==> src/rtl/wash_phase_timer_if.sv <==
// wash_phase_timer_if: controller-facing bundle of the wash phase timer.
// master drives state/tick/mode select, slave returns countdowns, phase and motor drive.
interface wash_phase_timer_if;
    logic       tick;
    logic [2:0] state;
    logic [1:0] modeSel;
    logic [2:0] initTime;
    logic [2:0] finishTime;
    logic       hadFinish;
    logic [1:0] phase;
    logic [7:0] remainTime;
    logic       motorOn;
    logic       spinFast;
    logic       buzzer;

    modport master (
        output tick, state, modeSel,
        input  initTime, finishTime, hadFinish, phase, remainTime, motorOn, spinFast, buzzer
    );
    modport slave (
        input  tick, state, modeSel,
        output initTime, finishTime, hadFinish, phase, remainTime, motorOn, spinFast, buzzer
    );
endinterface

==> src/rtl/wash_phase_timer.sv <==
// wash_phase_timer: countdowns, wash/rinse/spin sequencing and motor drive behind the wash controller.
// Optional macro FINISH_BUZZER_EN builds a buzzer that toggles on each tick in the finish state.
module wash_phase_timer #(
    parameter int INIT_SEC   = 3,
    parameter int FINISH_SEC = 5,
    parameter int WASH_SEC   = 20,
    parameter int RINSE_SEC  = 15,
    parameter int SPIN_SEC   = 10
) (
    input logic               cp,
    input logic               resetBtn,
    wash_phase_timer_if.slave bus
);
    typedef enum logic [2:0] {
        S_SHUTDOWN = 3'd0,
        S_BEGIN    = 3'd1,
        S_SET      = 3'd2,
        S_RUN      = 3'd3,
        S_ERROR    = 3'd4,
        S_PAUSE    = 3'd5,
        S_FINISH   = 3'd6
    } ctrl_t;

    typedef enum logic [1:0] {WASH = 2'd0, RINSE = 2'd1, SPIN = 2'd2, DONE = 2'd3} phase_t;

    logic [2:0] r_init;
    logic [2:0] r_finish;
    logic       r_had;
    phase_t     r_phase;
    logic [7:0] r_remain;
    logic [1:0] r_mode;
    phase_t     w_first;
    phase_t     w_next;

    function automatic logic [7:0] dur(input phase_t p);
        return p == WASH ? 8'(WASH_SEC) : p == RINSE ? 8'(RINSE_SEC) : p == SPIN ? 8'(SPIN_SEC) : 8'd0;
    endfunction

    // Programs are ascending subsets of WASH/RINSE/SPIN; odd modes skip rinse.
    always_comb begin
        w_first = bus.modeSel == 2'd3 ? SPIN : bus.modeSel == 2'd2 ? RINSE : WASH;
        w_next  = r_phase == WASH ? ((r_mode == 2'd1 || r_mode == 2'd3) ? SPIN : RINSE) :
                  r_phase == RINSE ? SPIN : DONE;
    end

    always_ff @(posedge cp or negedge resetBtn) begin
        if (!resetBtn) begin
            r_init   <= 3'(INIT_SEC);
            r_finish <= 3'(FINISH_SEC);
            r_had    <= 1'b0;
            r_phase  <= WASH;
            r_remain <= 8'd0;
            r_mode   <= 2'd0;
        end else begin
            case (bus.state)
                S_SHUTDOWN: begin
                    r_init   <= 3'(INIT_SEC);
                    r_finish <= 3'(FINISH_SEC);
                    r_had    <= 1'b0;
                    r_phase  <= WASH;
                    r_remain <= 8'd0;
                end
                S_BEGIN: if (bus.tick && r_init != 3'd0) r_init <= r_init - 3'd1;
                S_SET: begin
                    r_mode   <= bus.modeSel;
                    r_phase  <= w_first;
                    r_remain <= dur(w_first);
                    r_had    <= 1'b0;
                    r_finish <= 3'(FINISH_SEC);
                end
                S_RUN: begin
                    r_had <= r_had || r_phase == DONE;
                    // An expired phase advances without waiting for a tick.
                    if (r_remain == 8'd0 && r_phase != DONE) begin
                        r_phase  <= w_next;
                        r_remain <= dur(w_next);
                    end else if (bus.tick && r_remain != 8'd0) begin
                        r_remain <= r_remain - 8'd1;
                    end
                end
                S_FINISH: if (bus.tick && r_finish != 3'd0) r_finish <= r_finish - 3'd1;
                default: ;
            endcase
        end
    end

    assign bus.initTime   = r_init;
    assign bus.finishTime = r_finish;
    assign bus.hadFinish  = r_had;
    assign bus.phase      = r_phase;
    assign bus.remainTime = r_remain;
    assign bus.motorOn    = resetBtn && bus.state == S_RUN && r_phase != DONE;
    assign bus.spinFast   = resetBtn && bus.state == S_RUN && r_phase == SPIN;

`ifdef FINISH_BUZZER_EN
    logic r_buzz;

    always_ff @(posedge cp or negedge resetBtn) begin
        if (!resetBtn) r_buzz <= 1'b0;
        else           r_buzz <= bus.state == S_FINISH ? r_buzz ^ bus.tick : 1'b0;
    end

    assign bus.buzzer = r_buzz && bus.state == S_FINISH;
`else
    assign bus.buzzer = 1'b0;
`endif
endmodule
==> src/flat_wrapper.sv <==
// flat-port wrapper written by rule: the top's interface ports become plain ports
module wash_phase_timer_flat 
#(
    parameter int INIT_SEC   = 3,
    parameter int FINISH_SEC = 5,
    parameter int WASH_SEC   = 20,
    parameter int RINSE_SEC  = 15,
    parameter int SPIN_SEC   = 10
)
  (cp, resetBtn, bus_tick, bus_state, bus_modeSel, bus_initTime, bus_finishTime, bus_hadFinish, bus_phase, bus_remainTime, bus_motorOn, bus_spinFast, bus_buzzer);
  wash_phase_timer_if bus_i ();
  input logic cp;
  input logic resetBtn;
  input wire logic [$bits(bus_i.tick)-1:0] bus_tick;
  input wire logic [$bits(bus_i.state)-1:0] bus_state;
  input wire logic [$bits(bus_i.modeSel)-1:0] bus_modeSel;
  output wire logic [$bits(bus_i.initTime)-1:0] bus_initTime;
  output wire logic [$bits(bus_i.finishTime)-1:0] bus_finishTime;
  output wire logic [$bits(bus_i.hadFinish)-1:0] bus_hadFinish;
  output wire logic [$bits(bus_i.phase)-1:0] bus_phase;
  output wire logic [$bits(bus_i.remainTime)-1:0] bus_remainTime;
  output wire logic [$bits(bus_i.motorOn)-1:0] bus_motorOn;
  output wire logic [$bits(bus_i.spinFast)-1:0] bus_spinFast;
  output wire logic [$bits(bus_i.buzzer)-1:0] bus_buzzer;
  assign bus_i.tick = bus_tick;
  assign bus_i.state = bus_state;
  assign bus_i.modeSel = bus_modeSel;
  assign bus_initTime = bus_i.initTime;
  assign bus_finishTime = bus_i.finishTime;
  assign bus_hadFinish = bus_i.hadFinish;
  assign bus_phase = bus_i.phase;
  assign bus_remainTime = bus_i.remainTime;
  assign bus_motorOn = bus_i.motorOn;
  assign bus_spinFast = bus_i.spinFast;
  assign bus_buzzer = bus_i.buzzer;
  wash_phase_timer #(.INIT_SEC(INIT_SEC), .FINISH_SEC(FINISH_SEC), .WASH_SEC(WASH_SEC), .RINSE_SEC(RINSE_SEC), .SPIN_SEC(SPIN_SEC)) u_core (.cp(cp), .resetBtn(resetBtn), .bus(bus_i));
endmodule
==> config.mk <==
export PLATFORM = sky130hd
export DESIGN_NAME = wash_phase_timer_flat
export DESIGN_NICKNAME = d
export VERILOG_FILES = /design/src/rtl/wash_phase_timer_if.sv /design/src/rtl/wash_phase_timer.sv /design/src/flat_wrapper.sv
export SDC_FILE = /design/constraint.sdc
export NUM_CORES = 1
export LEC_CHECK = 0
export CAP_MARGIN = 20
export CORE_ASPECT_RATIO = 1.5
export CORE_UTILIZATION = 45
export DETAILED_ROUTE_END_ITERATION = 8
export GPL_TIMING_DRIVEN = 0
export PLACE_DENSITY = 0.76
export SETUP_SLACK_MARGIN = 0.3
export SYNTH_ARGS = -nofsm -noshare
export SYNTH_HDL_FRONTEND = slang
export SYNTH_SLANG_ARGS = --single-unit
==> constraint.sdc <==
create_clock -name cp -period 2.4 [get_ports cp]
set_input_delay 0.24 -clock cp [delete_from_list [all_inputs] [get_ports cp]]
set_output_delay 0.24 -clock cp [all_outputs]
set_load 0.03 [all_outputs]
==> results of run 1 <==
[cells by family (layout without fill, tap and decap cells)]
logic type | Yosys count | after routing | synth area share
and+or+nand+nor | 59 | 59 | 0.245
AOI/OAI and AO/OA | 38 | 38 | 0.229
DFF | 18 | 18 | 0.357
buffers and inverters | 16 | 46 | 0.0579
adders and majority gates | 8 | 8 | 0.0785
xor gates and xnor gates | 2 | 2 | 0.0137
muxes | 2 | 2 | 0.0157
other | 1 | 1 | 0.00294
[state kept, by name, indices dropped and copies added, names as in the netlist]
name / cells
u_core.bus.remainTime: 8
u_core.bus.initTime: 3
u_core.r_mode: 1
u_core.bus.hadFinish: 1
u_core.bus.finishTime: 3
u_core.bus.phase: 2
[power breakdown]
group | switching (mW) | total, mW | internal [mW]
sequential | 0.0638 | 0.419 | 0.355
combinational | 0.318 | 0.550 | 0.232
clock | 0.109 | 0.255 | 0.146
[synthesized netlist by cell type (2+ instances only)]
master      n
dfrtp_1    14
a221oi_1    2
nand2b_1    3
nand3_1     4
nand4_1     2
buf_2       2
dfstp_2     4
and3_1      3
o21a_1      3
nand2_1    14
o22ai_1     2
o21ai_0     3
ha_1        8
a21oi_1     6
o21ai_1     6
nand3b_1    2
xor2_1      2
a2bb2oi_1   2
nor2_1     15
mux2i_1     2
inv_1      12
nor2b_1     2
nor3b_1     2
nor3_1      6
o221ai_1    2
[repair_timing]
item | in CTS | in global routing
pin swaps | 0 | 1
endpoints found under the setup margin | 7 | 6
endpoints found under the hold margin | 0 | 0
resized for setup | 10 | 2
buffers inserted | 0 | 1
[per-layer routing]
layer | GRT usage | vias up
li1 | - | 577
met2 | 0.377 | 23
met3 | 0.0267 | 8
met5 | 0 | -
met1 | 0.250 | 562
met4 | 0.114 | 0
[worst max path at each step]
stage,cells after the start,start,to,slack (ns)
after floorplan,8,u_core.bus.remainTime[0],u_core.bus.remainTime[0],0.40
after global placement,6,bus_state[0],bus_spinFast,-0.35
after detailed placement,6,bus_state[0],bus_spinFast,-0.38
after CTS,6,bus_state[0],bus_spinFast,0.28
after global routing,6,bus_state[0],bus_spinFast,0.31
final,6,bus_state[0],bus_spinFast,0.41
[layout make-up]
| class | instances | area (sq um) | area share |
|---|---|---|---|
| Clock buffer | 4 | 55.1 | 0.0332 |
| Sequential cell | 18 | 455 | 0.275 |
| Inverter | 12 | 45.0 | 0.0272 |
| Tap cell | 37 | 46.3 | 0.0279 |
| Multi-Input combinational cell | 110 | 764 | 0.461 |
| Buffer | 4 | 31.3 | 0.0189 |
| Timing Repair Buffer | 26 | 259 | 0.156 |
==> results.json, run 1 <==
{
  "ctsHoldBuffers": 0,
  "drt_iter0_markers": 20,
  "slew-limit-headroom": 0.422,
  "clock-skew-final_ns": 0.00239,
  "fin_crit_sh": 0.831,
  "place.gp.congestion": 0.848,
  "grt_max_degree": 21,
  "io_buffers": 25,
  "clk_latency_ns": 0.26,
  "p_total_mw": 1.22,
  "drc": 0,
  "crit_fanout": 10,
  "coreArea_sq_um": 2680,
  "worst_pin_slew_ns": 0.867,
  "crit_chain": "clkdlybuf4s50_1 > clkbuf_4 > inv_1 > nor2_4 > and4b_1 > clkdlybuf4s15_2",
  "final_cell_mix": "clkdlybuf4s50_1, nor2_1, nand2_1, dfrtp_1, inv_1",
  "synth.cell_area_sq_um": 1270,
  "slew_viol_final": 0,
  "drive_above_1_share": 0.144,
  "vias": 1170,
  "cp.arrival_ns": 1.75,
  "vdd_ir_drop_max_mv": 0.495,
  "route.met2.wl_microns": 1580,
  "synth_top_area_cell": "dfrtp_1",
  "cts_tree": "done",
  "cp_top_family": "buffers and inverters",
  "netlist_instances": 144,
  "instances_no_fill": 211,
  "critPathMaxStageDelay_ns": 0.50,
  "grt_pass1_wl_microns": 4960,
  "fin_setup_tns_ns": 0,
  "drt_pass1_iterations": 4,
  "dr.max_layer_used": "met4",
  "crit_buf_inv": 4,
  "first_global_vias": 1163,
  "hold_violations": 0,
  "final_nets": 191,
  "ys_ff_latch": 18,
  "status": "complete, no violations",
  "wl_per_cell_microns": 14.1,
  "syn_to_final_growth_pct": 29.9,
  "diodes": 0,
  "cp-start-kind": "primary input",
  "end_kind": "primary output",
  "numCtsBuffers": 3,
  "synth-main-ff-cell": "dfrtp_1",
  "avgSynthCellArea_sq_um": 8.85,
  "rsz0062_at_grt": "no",
  "synth.top_cell.area_share": 0.275,
  "placed_cells": 206,
  "via_per_inst": 5.55,
  "critPathKind": "in -> out",
  "final_common_cell": "clkdlybuf4s50_1",
  "rrSetupSlack_ns": 0.41,
  "antenna_found_initial": 0,
  "clk_transition_reported_paths_ns": 0.07,
  "grt_overflow_total": 0,
  "ys_seq_area_frac": 0.357,
  "die_area_sq_um": 3050,
  "ys_async_sr_fraction": 1.00,
  "cts_root_buf": "clkbuf_8",
  "hpwl_microns": 2270,
  "final_util": 0.619,
  "cp_slowest_cell": "clkdlybuf4s50_1",
  "critPathRequiredTime_ns": 2.16,
  "fin_crit_ns": 1.99,
  "p_leak_nw": 0.761,
  "fp-row-count": 23,
  "h-tree-depth": 1,
  "fmax_ghz": 0.501,
  "power.density_nw_per_um2": 738,
  "r2r-start": "u_core.bus.remainTime[0]",
  "timing.rr.end": "u_core.bus.remainTime[0]",
  "dpl_worst_slack_ns": -0.382,
  "grt_usage": 0.217,
  "fin_ws_ns": 0.405,
  "setup_violations": 0,
  "postRouteAntennaNets": 0,
  "nFillCells": 227,
  "fp.dieW_microns": 45.5,
  "die_h_microns": 67.2,
  "hold_path.class": "in -> async",
  "cap_violations": 0,
  "syn_nets": 160,
  "start_util": 0.476,
  "yosysWarnings": 0,
  "cts.sinks": 18,
  "routed-wl-met3_microns": 72,
  "place_area_sq_um": 1570,
  "clk_path_buf_depth": 2,
  "synth_cell_type_count": 46,
  "fin_area_sq_um": 1660,
  "r2r_cells": 8,
  "holdWs_ns": 0.205,
  "synth.area.top_cells": "dfrtp_1, dfstp_2, ha_1",
  "routed_wirelength_microns": 2970,
  "num_io_pins": 28,
  "met1_length_microns": 1260,
  "synth_edf_count": 0
}
(Power assumes the default switching activity.)
==> run 2, diff against run 1 <==
Settings changed: PLACE_DENSITY 0.76 to 0.79.
Clock period 2.4 ns to 1.8 ns, I/O delays scaled along.
==> run 2 against run 1 <==
Against the previous run:
- sequential cell count unchanged
- clock skew rose by 0.0021 ns
- clock-buffer cell count is the same
- clock power rose by 30%
- critical path depth unchanged
- via count grew 12%
- wire length up 18%
==> results.json, run 2 (same netlist as run 1, synthesis figures left out) <==
{
  "status": "complete, no violations",
  "diodes": 0,
  "cts_tree": "done",
  "clock_power_share": 0.183,
  "wl_per_cell_microns": 15.2,
  "grt_overflow_total": 0,
  "cp-start-kind": "register",
  "grt_max_degree": 15,
  "num_io_pins": 28,
  "syn_to_final_growth_pct": 50.9,
  "crit_fanout": 4,
  "setup_violations": 0,
  "cap_violations": 0,
  "final_common_cell": "buf_4",
  "vias": 1307,
  "multi_input_area_sq_um": 887,
  "p_int_mw": 1.09,
  "clock-skew-final_ns": 0.00449,
  "dpl_worst_slack_ns": -0.839,
  "grt_usage": 0.251,
  "coreArea_sq_um": 2680,
  "seqCellArea_sq_um": 464,
  "hold_violations": 0,
  "rsz0062_at_grt": "yes",
  "nFillCells": 211,
  "place.gp.congestion": 0.827,
  "drt_iter0_markers": 39,
  "largest_register_ffs": 8,
  "antenna_found_initial": 0,
  "slew_viol_final": 0,
  "worst_pin_slew_ns": 0.686,
  "critPathKind": "reg -> reg",
  "vdd_ir_drop_max_mv": 0.629,
  "first_global_vias": 1342,
  "final_cell_mix": "buf_4, dlygate4sd2_1, nor2_1",
  "h-tree-depth": 1,
  "switching_share": 0.400,
  "clk_latency_ns": 0.25,
  "fin_area_sq_um": 1920,
  "hold_path.class": "in -> async",
  "crit_chain": "nor4_4 > buf_4 > nand3_1 > a21boi_2 > o221ai_1 > o21a_1",
  "fin_crit_ns": 1.75,
  "fp-row-count": 23,
  "power.density_nw_per_um2": 944,
  "die_h_microns": 67.2,
  "end_kind": "register",
  "cts_root_buf": "clkbuf_8",
  "routed_wirelength_microns": 3520,
  "clk_transition_reported_paths_ns": 0.07,
  "fp.dieW_microns": 45.5,
  "switchingPower_uw": 727,
  "crit_buf_inv": 1,
  "drive_above_1_share": 0.397,
  "start_util": 0.476,
  "place_area_sq_um": 1660,
  "fin_crit_sh": 0.972,
  "die_area_sq_um": 3050,
  "drc": 0,
  "postRouteAntennaNets": 0,
  "slew-limit-headroom": 0.541,
  "cp_slowest_cell": "dfrtp_2",
  "cts.sinks": 18,
  "cp.arrival_ns": 1.89,
  "pwr-share-seq": 0.301,
  "numCtsBuffers": 3,
  "critPathRequiredTime_ns": 1.95,
  "cp_top_family": "compound AO/OA/AOI/OAI gates",
  "p_total_mw": 1.82,
  "clk_path_buf_depth": 2,
  "critPathMaxStageDelay_ns": 0.43,
  "fmax_ghz": 0.572,
  "drt_pass1_iterations": 4,
  "hpwl_microns": 2270,
  "comb_power_share": 0.516,
  "p_leak_nw": 0.910,
  "final_nets": 211,
  "fin_ws_ns": 0.0510,
  "io_buffers": 25,
  "via_per_inst": 5.66,
  "grt_pass1_wl_microns": 5680
}
-- run 2: cell types whose count changed in the layout (fill, tap and decap cells not counted), sizes merged --
cell	delta
buf	+22
clkbuf	-1
clkdlybuf4s50	-17
dlygate4sd3	+1
dlygate4sd2	+15
-- run 2: metrics by stage --
| step | util | setup TNS, ns | std cells | hold slack, ns |
|---|---|---|---|---|
| 2_1_floorplan | - | 0 | 144 | -0.116 |
| 3_3_place_gp | 0.619 | -3.27 | 206 | 0.472 |
| 3_5_place_dp | 0.619 | -3.31 | 206 | 0.486 |
| 4_1_cts | 0.693 | 0 | 228 | 0.0568 |
| 5_1_grt | 0.719 | -0.0685 | 231 | 0.0800 |
| 6_report | 0.719 | 0 | 231 | 0.0707 |
-- run 2: layout make-up --
class | instances | area share
buffer | 4 | 0.0182
multi-input combinational | 110 | 0.461
timing repair buffer | 46 | 0.204
sequential | 18 | 0.241
clock buffer | 4 | 0.0286
inverter | 12 | 0.0234
tap | 37 | 0.0241
-- run 2: what timing repair did --
item	CTS	global route
endpoints found under the setup margin	31	16
gates resized for setup	41	13
setup buffers	16	3
gates cloned	1	0
endpoints found under the hold margin	14	0
hold buffers	1	0
pin swaps	11	10
-- run 2: path summary, 6_finish.rpt --
check,from,endpoint,slack [ns],cells past startpoint
max,u_core.bus.remainTime[4],u_core.bus.phase[1],0.05,6
max reg2reg,u_core.bus.remainTime[4],u_core.bus.phase[1],0.05,6
min reg2reg,u_core.bus.hadFinish,u_core.bus.hadFinish,0.51,1
min in group cp,bus_state[2],u_core.bus.finishTime[0],0.24,2
min,resetBtn,u_core.bus.initTime[0],0.07,1
max in group asynchronous,resetBtn,u_core.bus.remainTime[5],0.57,2
-- run 2: power by group through the flow --
stage | sequential (mW) | clock, mW | combinational [mW]
2_1_floorplan | 0.672 | 0 | 0.425
3_3_place_gp | 0.567 | 0 | 0.749
3_5_place_dp | 0.572 | 0 | 0.766
4_1_cts | 0.544 | 0.338 | 0.873
5_1_grt | 0.557 | 0.356 | 1.01
6_report | 0.547 | 0.332 | 0.938
-- run 2: layer usage --
metal	global-route usage	wire, microns	vias up
li1	-	-	614
met2	0.448	1900	50
met1	0.283	1340	630
met3	0.0241	160	13
met4	0.133	115	0
met5	0	0	-
-- run 2: worst reg2reg max path: cells and delay by family, from the launching register on --
family,cells,cell delay (ns)
AO/OA/AOI/OAI,3,0.58
AND/OR/NAND/NOR,2,0.45
flip-flops,1,0.43
buffers and inverters,1,0.18
==> run 3, diff against run 2 <==
Settings changed: SETUP_SLACK_MARGIN 0.3 to default.
==> run 3 against run 2 <==
Against the previous run:
- the run now ends with setup timing left
- non-clock buffer count decreased by 6
- core utilization fell by 2.7 points
- die area did not move
- critical path depth up 2
- clock-buffer cell count unchanged
- clock skew about the same
- largest cell class unchanged
==> results.json, run 3 (same netlist as run 1, synthesis figures left out) <==
{
  "cp.arrival_ns": 2.04,
  "grt_pass1_wl_microns": 5060,
  "cp_top_family": "simple AND/OR/NAND/NOR gates",
  "status": "finished, violations left",
  "numCtsBuffers": 3,
  "hold_path.class": "in -> reg",
  "place.gp.congestion": 0.832,
  "drt_pass1_iterations": 4,
  "grt_usage": 0.225,
  "crit_fanout": 5,
  "rsz0062_at_grt": "yes",
  "critPathKind": "reg -> reg",
  "slew-limit-headroom": 0.522,
  "crit_buf_inv": 2,
  "multi_input_area_sq_um": 858,
  "place_area_sq_um": 1580,
  "diodes": 0,
  "fin_crit_sh": 1.03,
  "setup_violations": 6,
  "start_util": 0.476,
  "num_io_pins": 28,
  "nFillCells": 215,
  "syn_to_final_growth_pct": 45.3,
  "drt_iter0_markers": 44,
  "die_area_sq_um": 3050,
  "die_h_microns": 67.2,
  "first_global_vias": 1179,
  "h-tree-depth": 1,
  "critPathRequiredTime_ns": 1.98,
  "p_total_mw": 1.79,
  "violations": "setup timing",
  "clk_latency_ns": 0.27,
  "power.density_nw_per_um2": 968,
  "cts.sinks": 18,
  "fin_setup_tns_ns": -0.135,
  "drive_above_1_share": 0.324,
  "vias": 1265,
  "clk_path_buf_depth": 2,
  "slew_viol_final": 0,
  "p_leak_nw": 0.848,
  "cts_root_buf": "clkbuf_8",
  "cap_violations": 0,
  "fmax_ghz": 0.537,
  "grt_max_degree": 21,
  "fin_ws_ns": -0.0630,
  "io_buffers": 25,
  "worst_pin_slew_ns": 0.715,
  "cp-start-kind": "register",
  "fp-row-count": 23,
  "fin_crit_ns": 1.86,
  "crit_chain": "inv_2 > ha_4 > nor3b_4 > nand2_2 > o311ai_4 > buf_6 > nand2_1 > o21ai_1",
  "vdd_ir_drop_max_mv": 0.726,
  "via_per_inst": 5.62,
  "critPathMaxStageDelay_ns": 0.42,
  "fp.dieW_microns": 45.5,
  "antenna_found_initial": 0,
  "rrSetupSlack_ns": -0.06,
  "cts_tree": "done",
  "drc": 0,
  "largest_register_ffs": 8,
  "clock-skew-final_ns": 0.00451,
  "final_nets": 205,
  "final_common_cell": "clkdlybuf4s50_1",
  "fin_area_sq_um": 1850,
  "routed_wirelength_microns": 3530,
  "hold_violations": 0,
  "end_kind": "register",
  "final_cell_mix": "clkdlybuf4s50_1, nor2_1, buf_4",
  "postRouteAntennaNets": 0,
  "coreArea_sq_um": 2680,
  "clk_transition_reported_paths_ns": 0.07,
  "grt_overflow_total": 0,
  "hpwl_microns": 2200,
  "cp_slowest_cell": "dfrtp_2",
  "wl_per_cell_microns": 15.7,
  "seqCellArea_sq_um": 464
}
==> run 3: cell types whose count changed in the layout (fill, tap and decap cells not counted), sizes merged <==
cell           before  now
clkdlybuf4s50       5   22
clkdlybuf4s15       2    1
dlygate4sd2        16    0
clkbuf              4    5
dlygate4sd3         1    2
buf                26   18
==> run 3: worst paths after layout <==
| path | start | endpoint | cells after the start |
|---|---|---|---|
| max | u_core.bus.remainTime[0] | u_core.bus.remainTime[1] | 8 |
| min | bus_state[2] | u_core.bus.finishTime[2] | 2 |
| max reg2reg | u_core.bus.remainTime[0] | u_core.bus.remainTime[1] | 8 |
| min reg2reg | u_core.bus.hadFinish | u_core.bus.hadFinish | 1 |
| max in group asynchronous | resetBtn | u_core.bus.remainTime[0] | 2 |
| min in group asynchronous | resetBtn | u_core.bus.remainTime[3] | 2 |
==> run 3: worst register-to-register path: cells and delay by family (launching register included) <==
| family | cells | cell delay (ns) |
|---|---|---|
| flip-flops | 1 | 0.42 |
| AND/OR/NAND/NOR | 3 | 0.48 |
| adder cells (fa/ha/maj) | 1 | 0.14 |
| AO/OA/AOI/OAI | 2 | 0.47 |
| buffers and inverters | 2 | 0.27 |
==> run 3: layout make-up <==
cell class,count,area share
repair buffers,40,0.196
well taps,37,0.0250
flip-flops and latches,18,0.251
plain buffers,4,0.0169
inverters,12,0.0243
multi-input cells,110,0.463
clock buffers,4,0.0243
==> run 3: power breakdown <==
part	internal, mW	leakage [nW]	total (mW)	switching (mW)
combinational	0.425	0.610	0.925	0.500
sequential	0.479	0.215	0.561	0.0819
clock	0.158	0.0228	0.308	0.150
total	1.06	0.848	1.79	0.732
==> run 3: stage by stage <==
stage | util | hold slack [ns] | worst slack [ns] | cells
after floorplan | - | -0.116 | -0.00462 | 144
after global placement | 0.590 | 0.470 | -0.806 | 206
after detailed placement | 0.590 | 0.476 | -0.802 | 206
after CTS | 0.641 | 0.173 | 0.00506 | 217
after global routing | 0.692 | 0.246 | -0.115 | 225
final | 0.692 | 0.214 | -0.0630 | 225
==> run 3: metal layers <==
| metal | share of wire | vias to the layer above | global-route usage | wire (microns) |
|---|---|---|---|---|
| met5 | 0 | - | 0 | 0 |
| met4 | 0.031 | 0 | 0.133 | 109 |
| met3 | 0.032 | 11 | 0.0134 | 113 |
| met2 | 0.54 | 47 | 0.416 | 1900 |
| met1 | 0.40 | 601 | 0.237 | 1400 |
| li1 | - | 606 | - | - |
==> run 3: what timing repair did <==
action                                  CTS  global route
hold buffers                              0             2
hold endpoints to repair                  0            14
pin swaps                                 4             9
gates cloned                              1             0
buffers inserted                          6             6
endpoints found under the setup margin   12            12
resized for setup                        17            24
